## src/rtl/mdu_pkg.sv

```systemverilog
// Shared definitions for the HI/LO multiply/divide unit: op codes, FSM states, default width.
package mdu_pkg;

  localparam int MDU_XLEN = 32;

  typedef enum logic [2:0] {
    MDU_MULT  = 3'b000,
    MDU_MULTU = 3'b001,
    MDU_DIV   = 3'b010,
    MDU_DIVU  = 3'b011,
    MDU_MTHI  = 3'b100,
    MDU_MTLO  = 3'b101
  } mdu_op_e;

  typedef enum logic [1:0] {
    ST_IDLE = 2'b00,
    ST_RUN  = 2'b01,
    ST_FIX  = 2'b10
  } mdu_state_e;

endpackage

```

## src/rtl/mdu_iter_core.sv

```systemverilog
// One radix-2 step of the shared datapath: shift-add multiply or restoring shift-subtract divide.
module mdu_iter_core #(
  parameter int XLEN = 32
) (
  input  logic            is_div,
  input  logic [XLEN-1:0] upper,
  input  logic [XLEN-1:0] lower,
  input  logic [XLEN-1:0] opnd,
  output logic [XLEN-1:0] upper_n,
  output logic [XLEN-1:0] lower_n
);

  logic [XLEN:0]   madd;
  logic [XLEN:0]   shl;
  logic [XLEN-1:0] diff;
  logic            fits;

  assign madd = {1'b0, upper} + (lower[0] ? {1'b0, opnd} : '0);
  assign shl  = {upper, lower[XLEN-1]};
  assign fits = (shl >= {1'b0, opnd});
  // When the subtraction fits the true difference is below opnd, so XLEN bits suffice.
  assign diff = shl[XLEN-1:0] - opnd;

  always_comb begin
    upper_n = upper;
    lower_n = lower;
    if (is_div) begin
      upper_n = fits ? diff : shl[XLEN-1:0];
      lower_n = {lower[XLEN-2:0], fits};
    end else begin
      {upper_n, lower_n} = {madd, lower[XLEN-1:1]};
    end
  end

endmodule

```

## src/rtl/mdu_hilo.sv

```systemverilog
// Iterative multiply/divide unit owning the architectural HI/LO registers.
// Magnitudes are iterated unsigned for XLEN steps, then sign-corrected in FIX.
module mdu_hilo
  import mdu_pkg::*;
#(
  parameter int XLEN  = MDU_XLEN,
  parameter int CNT_W = 6
) (
  input  logic            clk,
  input  logic            clrn,
  input  logic            start,
  input  logic [2:0]      op,
  input  logic [XLEN-1:0] a,
  input  logic [XLEN-1:0] b,
  output logic [XLEN-1:0] hi,
  output logic [XLEN-1:0] lo,
  output logic            busy,
  output logic            done
);

  mdu_state_e      state_q, state_d;
  logic [CNT_W-1:0] cnt_q, cnt_d;
  logic [XLEN-1:0] upper_q, upper_d, lower_q, lower_d, opnd_q, opnd_d;
  logic [XLEN-1:0] hi_q, hi_d, lo_q, lo_d;
  logic            isdiv_q, isdiv_d, negp_q, negp_d, negr_q, negr_d, dz_q, dz_d;
  logic            done_q, done_d;

  logic            sgn_op, a_neg, b_neg;
  logic [XLEN-1:0] step_upper, step_lower;
  logic [2*XLEN-1:0] prod, prod_fix;

  assign sgn_op   = (op == MDU_MULT) || (op == MDU_DIV);
  assign a_neg    = sgn_op & a[XLEN-1];
  assign b_neg    = sgn_op & b[XLEN-1];
  assign prod     = {upper_q, lower_q};
  assign prod_fix = negp_q ? -prod : prod;

  mdu_iter_core #(.XLEN(XLEN)) u_core (
    .is_div  (isdiv_q),
    .upper   (upper_q),
    .lower   (lower_q),
    .opnd    (opnd_q),
    .upper_n (step_upper),
    .lower_n (step_lower)
  );

  always_comb begin
    state_d = state_q;
    cnt_d   = cnt_q;
    upper_d = upper_q;
    lower_d = lower_q;
    opnd_d  = opnd_q;
    isdiv_d = isdiv_q;
    negp_d  = negp_q;
    negr_d  = negr_q;
    dz_d    = dz_q;
    hi_d    = hi_q;
    lo_d    = lo_q;
    done_d  = 1'b0;
    unique case (state_q)
      ST_IDLE: begin
        if (start) begin
          unique case (op)
            MDU_MULT, MDU_MULTU, MDU_DIV, MDU_DIVU: begin
              isdiv_d = op[1];
              lower_d = a_neg ? -a : a;
              opnd_d  = b_neg ? -b : b;
              upper_d = '0;
              negp_d  = a_neg ^ b_neg;
              negr_d  = a_neg;
              dz_d    = (b == '0);
              cnt_d   = CNT_W'(XLEN);
              state_d = ST_RUN;
            end
            MDU_MTHI: hi_d = a;
            MDU_MTLO: lo_d = a;
            default: ;
          endcase
        end
      end
      ST_RUN: begin
        upper_d = step_upper;
        lower_d = step_lower;
        cnt_d   = cnt_q - CNT_W'(1);
        if (cnt_q == CNT_W'(1)) state_d = ST_FIX;
      end
      ST_FIX: begin
        done_d  = 1'b1;
        state_d = ST_IDLE;
        if (isdiv_q) begin
          // Divide by zero leaves quotient all ones and remainder = |a|; skipping the
          // quotient negation and applying the remainder sign yields lo=~0, hi=a.
          lo_d = (negp_q && !dz_q) ? -lower_q : lower_q;
          hi_d = negr_q ? -upper_q : upper_q;
        end else begin
          {hi_d, lo_d} = prod_fix;
        end
      end
      default: state_d = ST_IDLE;
    endcase
  end

  always_ff @(posedge clk) begin
    if (clrn) begin
      state_q <= ST_IDLE;
      cnt_q   <= '0;
      upper_q <= '0;
      lower_q <= '0;
      opnd_q  <= '0;
      isdiv_q <= 1'b0;
      negp_q  <= 1'b0;
      negr_q  <= 1'b0;
      dz_q    <= 1'b0;
      hi_q    <= '0;
      lo_q    <= '0;
      done_q  <= 1'b0;
    end else begin
      state_q <= state_d;
      cnt_q   <= cnt_d;
      upper_q <= upper_d;
      lower_q <= lower_d;
      opnd_q  <= opnd_d;
      isdiv_q <= isdiv_d;
      negp_q  <= negp_d;
      negr_q  <= negr_d;
      dz_q    <= dz_d;
      hi_q    <= hi_d;
      lo_q    <= lo_d;
      done_q  <= done_d;
    end
  end

  assign hi   = hi_q;
  assign lo   = lo_q;
  assign busy = (state_q != ST_IDLE);
  assign done = done_q;

endmodule
```

## config.mk

```make
export PLATFORM = sky130hd
export DESIGN_NAME = mdu_hilo
export DESIGN_NICKNAME = d
export VERILOG_FILES = /design/src/rtl/mdu_pkg.sv /design/src/rtl/mdu_iter_core.sv /design/src/rtl/mdu_hilo.sv
export SDC_FILE = /design/constraint.sdc
export NUM_CORES = 1
export LEC_CHECK = 0
export BUFFER_PORTS_ARGS = -buffer_cell sky130_fd_sc_hd__buf_2
export CELL_PAD_IN_SITES_DETAIL_PLACEMENT = 1
export CELL_PAD_IN_SITES_GLOBAL_PLACEMENT = 1
export CORE_ASPECT_RATIO = 2
export CORE_UTILIZATION = 41
export DETAILED_ROUTE_END_ITERATION = 7
export HOLD_SLACK_MARGIN = 0.15
export PLACE_DENSITY_LB_ADDON = 0.3
export SLEW_MARGIN = 5
export SYNTH_ARGS = -nofsm -noshare
export SYNTH_HDL_FRONTEND = slang
export SYNTH_SLANG_ARGS = --single-unit
```

## constraint.sdc

```tcl
create_clock -name clk -period 3 [get_ports clk]
set_input_delay 0.75 -clock clk [delete_from_list [all_inputs] [get_ports clk]]
set_output_delay 0.75 -clock clk [all_outputs]
set_load 0.01 [all_outputs]
```

# ---- Word level (Yosys, flattened, before mapping)
# Index checks and enable logic that the tools add are counted.
dict set report word_totals {
  register_bits 173
  in_bits 70
  output_inout_bits 66
  elab_cells 83
}
dict set report classes {
  n_addsub 8
  n_lt_le_gt_ge 1
  n_eq_ne 13
  n_mux 31
  n_bitwise 3
  reduce_logical 15
}
# operator n
set ops {}
lappend ops {{32-bit 2-to-1 mux} 18}
lappend ops {{32-bit one-hot mux with 2 select lines} 4}
lappend ops {{32-bit negation} 4}
lappend ops {{64-bit 2-to-1 mux} 1}
lappend ops {{64-bit negation} 1}
lappend ops {{32-bit by 33-bit adder with 33-bit output} 1}
lappend ops {{33-bit by 32-bit >= comparator with 1-bit output} 1}
lappend ops {{32-bit logical NOT} 1}
lappend ops {{32-bit subtractor} 1}
lappend ops {{3-bit AND reduction} 5}
lappend ops {{6-bit 2-to-1 mux} 2}
lappend ops {{6-bit one-hot mux with 2 select lines} 1}
lappend ops {{3-bit by 2-bit == test with 1-bit output (second input constant)} 2}
lappend ops {{3-bit == test (second input constant)} 2}
lappend ops {{6-bit by 1-bit == test with 1-bit output (second input constant)} 1}
lappend ops {{2-bit 2-to-1 mux} 3}
lappend ops {{2-bit by 1-bit != test with 1-bit output (second input constant)} 3}
lappend ops {{2-bit nonzero test} 3}
lappend ops {{6-bit by 1-bit subtractor with 6-bit output (second input constant)} 1}
lappend ops {{2-bit != test (second input constant)} 2}
lappend ops {{2-bit one-hot mux with 2 select lines} 1}
lappend ops {{4-bit OR reduction} 1}
lappend ops {{3-bit by 1-bit == test with 1-bit output (second input constant)} 1}
lappend ops {{3-bit logical NOT} 1}
lappend ops {{other kinds (9)} 10}

# ---- Longest topological paths before layout
dict set report logic_depth {
  depth_word 7
  depth_mapped 13
  mapped_depth_nobuf 13
}

# ---- Cells and area by module
# Synthesis repeated with hierarchy kept, for this count alone.
dict set report unflattened {
  hier_cells 1984
  hier_area_um2 14885.5
}
# module n_inst cells_each area_each_um2 seq_area_each_um2
set modules_own_cells {}
lappend modules_own_cells {mdu_hilo 1 1286 10154.7 3463.3}
lappend modules_own_cells {mdu_iter_core 1 698 4730.8 0.0}

# ---- Worst setup path before layout
# Ideal clock, no wire load.
dict set report synth_path {
  kind {register -> register}
  startpoint {reg lower_q[0]}
  endpoint {reg upper_q[31]}
  setup_ps 79
  arrival_time_ps 3185
  required_ps 2921
  slack_ps -264
  stages_incl_launch_ff 14
  path_buffers 1
  period_less_slack_ps 3264
  path_cell_list {dfxtp_1 > inv_1 > buf_1 > nor2_1 > ha_1 > o211a_1 > o31ai_1 > a32oi_1 > a31oi_1 > o31a_1 > o41ai_2 > a2111oi_0 > or3_1 > a22oi_1}
}
dict set report synth_via {
  elab_chain_len 4
}
# element line_no
set synth_lines {}
lappend synth_lines {{start, declared} mdu_hilo.sv:23} ;# logic [XLEN-1:0] upper_q, upper_d, lower_q, lower_d, opnd_q, opnd_d;
lappend synth_lines {{start signal, assigned} mdu_hilo.sv:121} ;# lower_q <= lower_d;
lappend synth_lines {{32-bit 2-to-1 mux} mdu_iter_core.sv:18} ;# assign madd = {1'b0, upper} + (lower[0] ? {1'b0, opnd} : '0);
lappend synth_lines {{32-bit by 33-bit adder with 33-bit output} mdu_iter_core.sv:18}
lappend synth_lines {{32-bit 2-to-1 mux} mdu_iter_core.sv:27} ;# if (is_div) begin
lappend synth_lines {{32-bit one-hot mux with 2 select lines} mdu_hilo.sv:60} ;# unique case (state_q)
lappend synth_lines {{end signal, assigned} mdu_hilo.sv:120} ;# upper_q <= upper_d;
lappend synth_lines {{end, declared} mdu_hilo.sv:23}
# No other way between the ends.
# A chain may end at the register's enable or synchronous reset.

# ---- Final worst setup path
# Same ends and word-level chain as after synthesis.

==> flow_summary_export.csv <==
group,metric,value,unit
drt,wl_per_cell,26.3,microns
synth,ys_seq_elements,173,
synth,syn_avg_cell_area,7.49,sq um
layout,final_nets,2426,
power,p_per_area,406,nW/um^2
run_status,violations,"design-rule violations, negative setup slack",
grt,grt_pass1_wl,101,mm
grt,antenna_found_initial,2,
grt,grt.overflow.total,0,
drt,drc_errors,2,
clock_network,clkSinkCount,173,
clock_network,numCtsBuffers,17,
timing,fin_skew,18.9,ps
synth,synth_top_area_cell,"dfxtp_1",
layout,layout-drive-gt1-share,30.5,%
clock_network,ctsHoldBuffers,0,
clock_network,cts_tree,"built",
synth,yosys_warnings,0,
setup_path,worstPathMaxFanout,4,
grt,grt_pass1_vias,18300,
setup_path,startpoint_type,"flop",
die,dieHeight,265,microns
setup_path,cp-end-kind,"flop",
setup_path,cp.required,3410,ps
power,swShare,38.5,%
drt,vias,17400,
synth,synthMuxAreaShare,6.22,%
timing,worst_pin_slew,1120,ps
synth,synthSimpleGateAreaFrac,20.5,%
grt,gr-max-usage-layer,"met2",
place,numPortBuffers,135,
synth,synth_compound_area_share,26.7,%
clock_network,root_buffer,"clkbuf_16",
min_path,min_path_type,"reg -> reg",
synth,synth_edf_count,0,
synth,synthTopCellsByArea,"dfxtp_1 24%, nor2_1 7.0%, xnor2_1 6.2%, ha_1 6.2%, mux2i_1 6.1%",
timing,min_period,3280,ps
timing,drv_slew,0,
drt,drt_iter0_drc,919,
grt,use_met1,31.2,%
timing,setup_violations,26,
synth,synth_top_family_by_area,"compound AO/OA/AOI/OAI gates",
setup_path,cp_cell_sequence,"and2_4 -> ha_4 -> inv_2 -> fa_2 -> nor2b_4 -> o31ai_4 -> a32oi_2 -> a31oi_4 -> o31a_1 -> o41ai_4 -> a2111oi_0 -> or3_1 -> a22oi_1",
place,dpl_cell_area,17500,sq um
drt,ant_nets,0,
timing,fin_ws,-278,ps
grt,grtUsageMet2,70.8,%
power,ir_drop,0.507,mV
timing,slew_headroom,25.2,%
timing,hold_viol,0,
synth,synth_top_area_share,24.4,%
clock_network,insertion_delay,500,ps
clock_network,clk_pin_slew,80,ps
power,leakagePower,8.32,nW
timing,clock.fmax,305,MHz
power,power.switching,3.02,mW
die,core,34200,sq um
synth,yosys.area_share.adder,6.45,%
die,die_w,134,microns
power,clock_power_share,30.6,%
synth,syn_nets,2038,
synth,syn-cell-area,14200,sq um
setup_path,path_class,"reg -> reg",
layout,instances_no_fill,2739,
drt,via_per_inst,6.34,
layout,final_area,19400,sq um
power,power_frac_comb,37.0,%
setup_path,crit_slowest_cell,"dfxtp_4",
synth,async_reset_ff_share,0,%
setup_path,cp_slowest_stage_delay,410,ps
place,dp.cells,2665,
die,dieArea,35500,sq um
layout,fill_cells,4267,
grt,track_usage,37.5,%
drt,wirelength,72.0,mm
clock_network,ctsHtreeMaxLevel,4,
place,place_congestion,0.930,
synth,synth_seq_area_share,24.4,%
setup_path,worstPathArrival,3690,ps
drt,drt_pre_antenna_iters,7,
synth,synth_xor_xnor_area_share,10.4,%
clock_network,clockBufferDepth,2,
grt,grt_max_degree,73,
flow_run,maxCapViolCount,0,
timing,fin_crit_sh,109,%
die,std_cell_rows,96,
place,hpwl,50.5,mm
timing,rsz0062_at_grt,"true",
power,power.internal,4.83,mW
grt,met3_usage,6.58,%
synth,synth_cell_types,76,
die,io_pins,136,
die,start_util,41.5,%
synth,synthCells,1896,
layout,area_growth,36.2,%
synth,yosys_most_used_dff,"dfxtp_1",
run_status,status,"finished with violations",
power,pwr-share-seq,32.4,%
## area by class of cell
cell class	count	area [sq um]	area share, %
Multi-Input combinational cell	1520	10800	55.9
Clock buffer	17	425	2.20
Inverter	74	288	1.49
Antenna cell	1	2.50	0.0129
Sequential cell	173	3480	18.0
Timing Repair Buffer	498	3620	18.7
Clock inverter	15	171	0.885
Tap cell	441	552	2.85
## sequential cells by signal (all words and copies together) (netlist names)
signal   count
cnt_q        6
done         1
dz_q         1
hi          32
isdiv_q      1
lo          32
lower_q     32
negp_q       1
negr_q       1
opnd_q      32
state_q      2
upper_q     32
## routing by layer
metal,routed length [microns],vias up
met5,17,-
met2,36800,820
met3,4160,465
met1,22400,8454
li1,-,7633
met4,8540,2
## Yosys cell counts, types with 67 or more instances
| master | n |
|---|---|
| dfxtp_1 | 173 |
| mux2i_1 | 86 |
| nand2_1 | 144 |
| nor2_1 | 264 |
| xnor2_1 | 101 |
| xor2_1 | 67 |
| a211oi_1 | 106 |
| o21ai_0 | 101 |
| inv_1 | 74 |
| clkbuf_1 | 106 |
| ha_1 | 70 |
| a21oi_1 | 142 |
## cells by family (layout without fill, tap and decap cells)
| kind of cell | count (synthesis) | in the layout |
|---|---|---|
| other | 0 | 1 |
| DFF | 173 | 173 |
| buffers and inverters | 203 | 604 |
| muxes | 88 | 88 |
| AOI/OAI and AO/OA | 572 | 572 |
| adders and majority gates | 72 | 72 |
| and+or+nand+nor | 620 | 620 |
| xor gates and xnor gates | 168 | 168 |
## worst max-delay path, delay by kind of cell, from the launching register on
family,cells,cell delay (ps)
and+or+nand+nor,3,670
AOI/OAI and AO/OA,7,1530
adders and majority gates,2,530
DFF,1,410
buffers and inverters,1,50
## power groups by stage
stage          combinational (mW)  clock [mW]  sequential [mW]
6_report                     2.91        2.40             2.54
3_5_place_dp                 2.52           0             2.58
5_1_grt                      3.06        2.52             2.56
4_1_cts                      2.62        2.38             2.53
2_1_floorplan                1.34           0             2.57
3_3_place_gp                 2.44           0             2.57
## final timing paths
check / from / endpoint / slack, ps / cells after the start
worst min-delay path: hi[13] / hi[13] / 480 / 2
worst max register to register: lower_q[0] / upper_q[31] / -280 / 13
worst max-delay path: lower_q[0] / upper_q[31] / -280 / 13
worst min register to register: hi[13] / hi[13] / 480 / 2
## cell usage in the layout (no fill, tap or decap), types with 12 or more instances in the layout
cell and instances:
buf_6 13, o21ai_0 74, a22oi_1 19, xnor2_1 98, or3_1 17, clkbuf_16 18, nor2_1 260, buf_2 135
o21ai_1 20, buf_4 336, a21oi_1 125, and2_1 18, dfxtp_1 161, a311oi_1 12, a21oi_2 16, o211ai_1 20
mux2i_1 78, nand2_1 140, a31oi_1 18, a211oi_1 99, a21o_1 23, xor2_1 66, o31ai_1 22, nor3_1 34
ha_1 59, nand3_1 28, buf_12 12, inv_1 69
## per-stage QoR
step / hold WS [ps] / util, % / TNS [ps] / power (mW) / setup slack (ps)
after floorplan: 432 / - / -48.1 / 3.91 / -36.4
after global placement: 443 / 51.2 / -6710 / 5.02 / -408
after detailed placement: 450 / 51.2 / -11530 / 5.10 / -446
after CTS: 463 / 54.1 / -427 / 7.53 / -144
after global routing: 499 / 56.5 / -9870 / 8.13 / -542
final: 481 / 56.6 / -1920 / 7.86 / -278
## timing repair
item | 4_1_cts | 5_1_grt
setup buffers | 12 | 30
gates resized for setup | 73 | 141
pin swaps | 25 | 76
setup endpoints to repair | 45 | 63
gates cloned | 0 | 2
No activity file was read; power rests on OpenSTA's default activity.
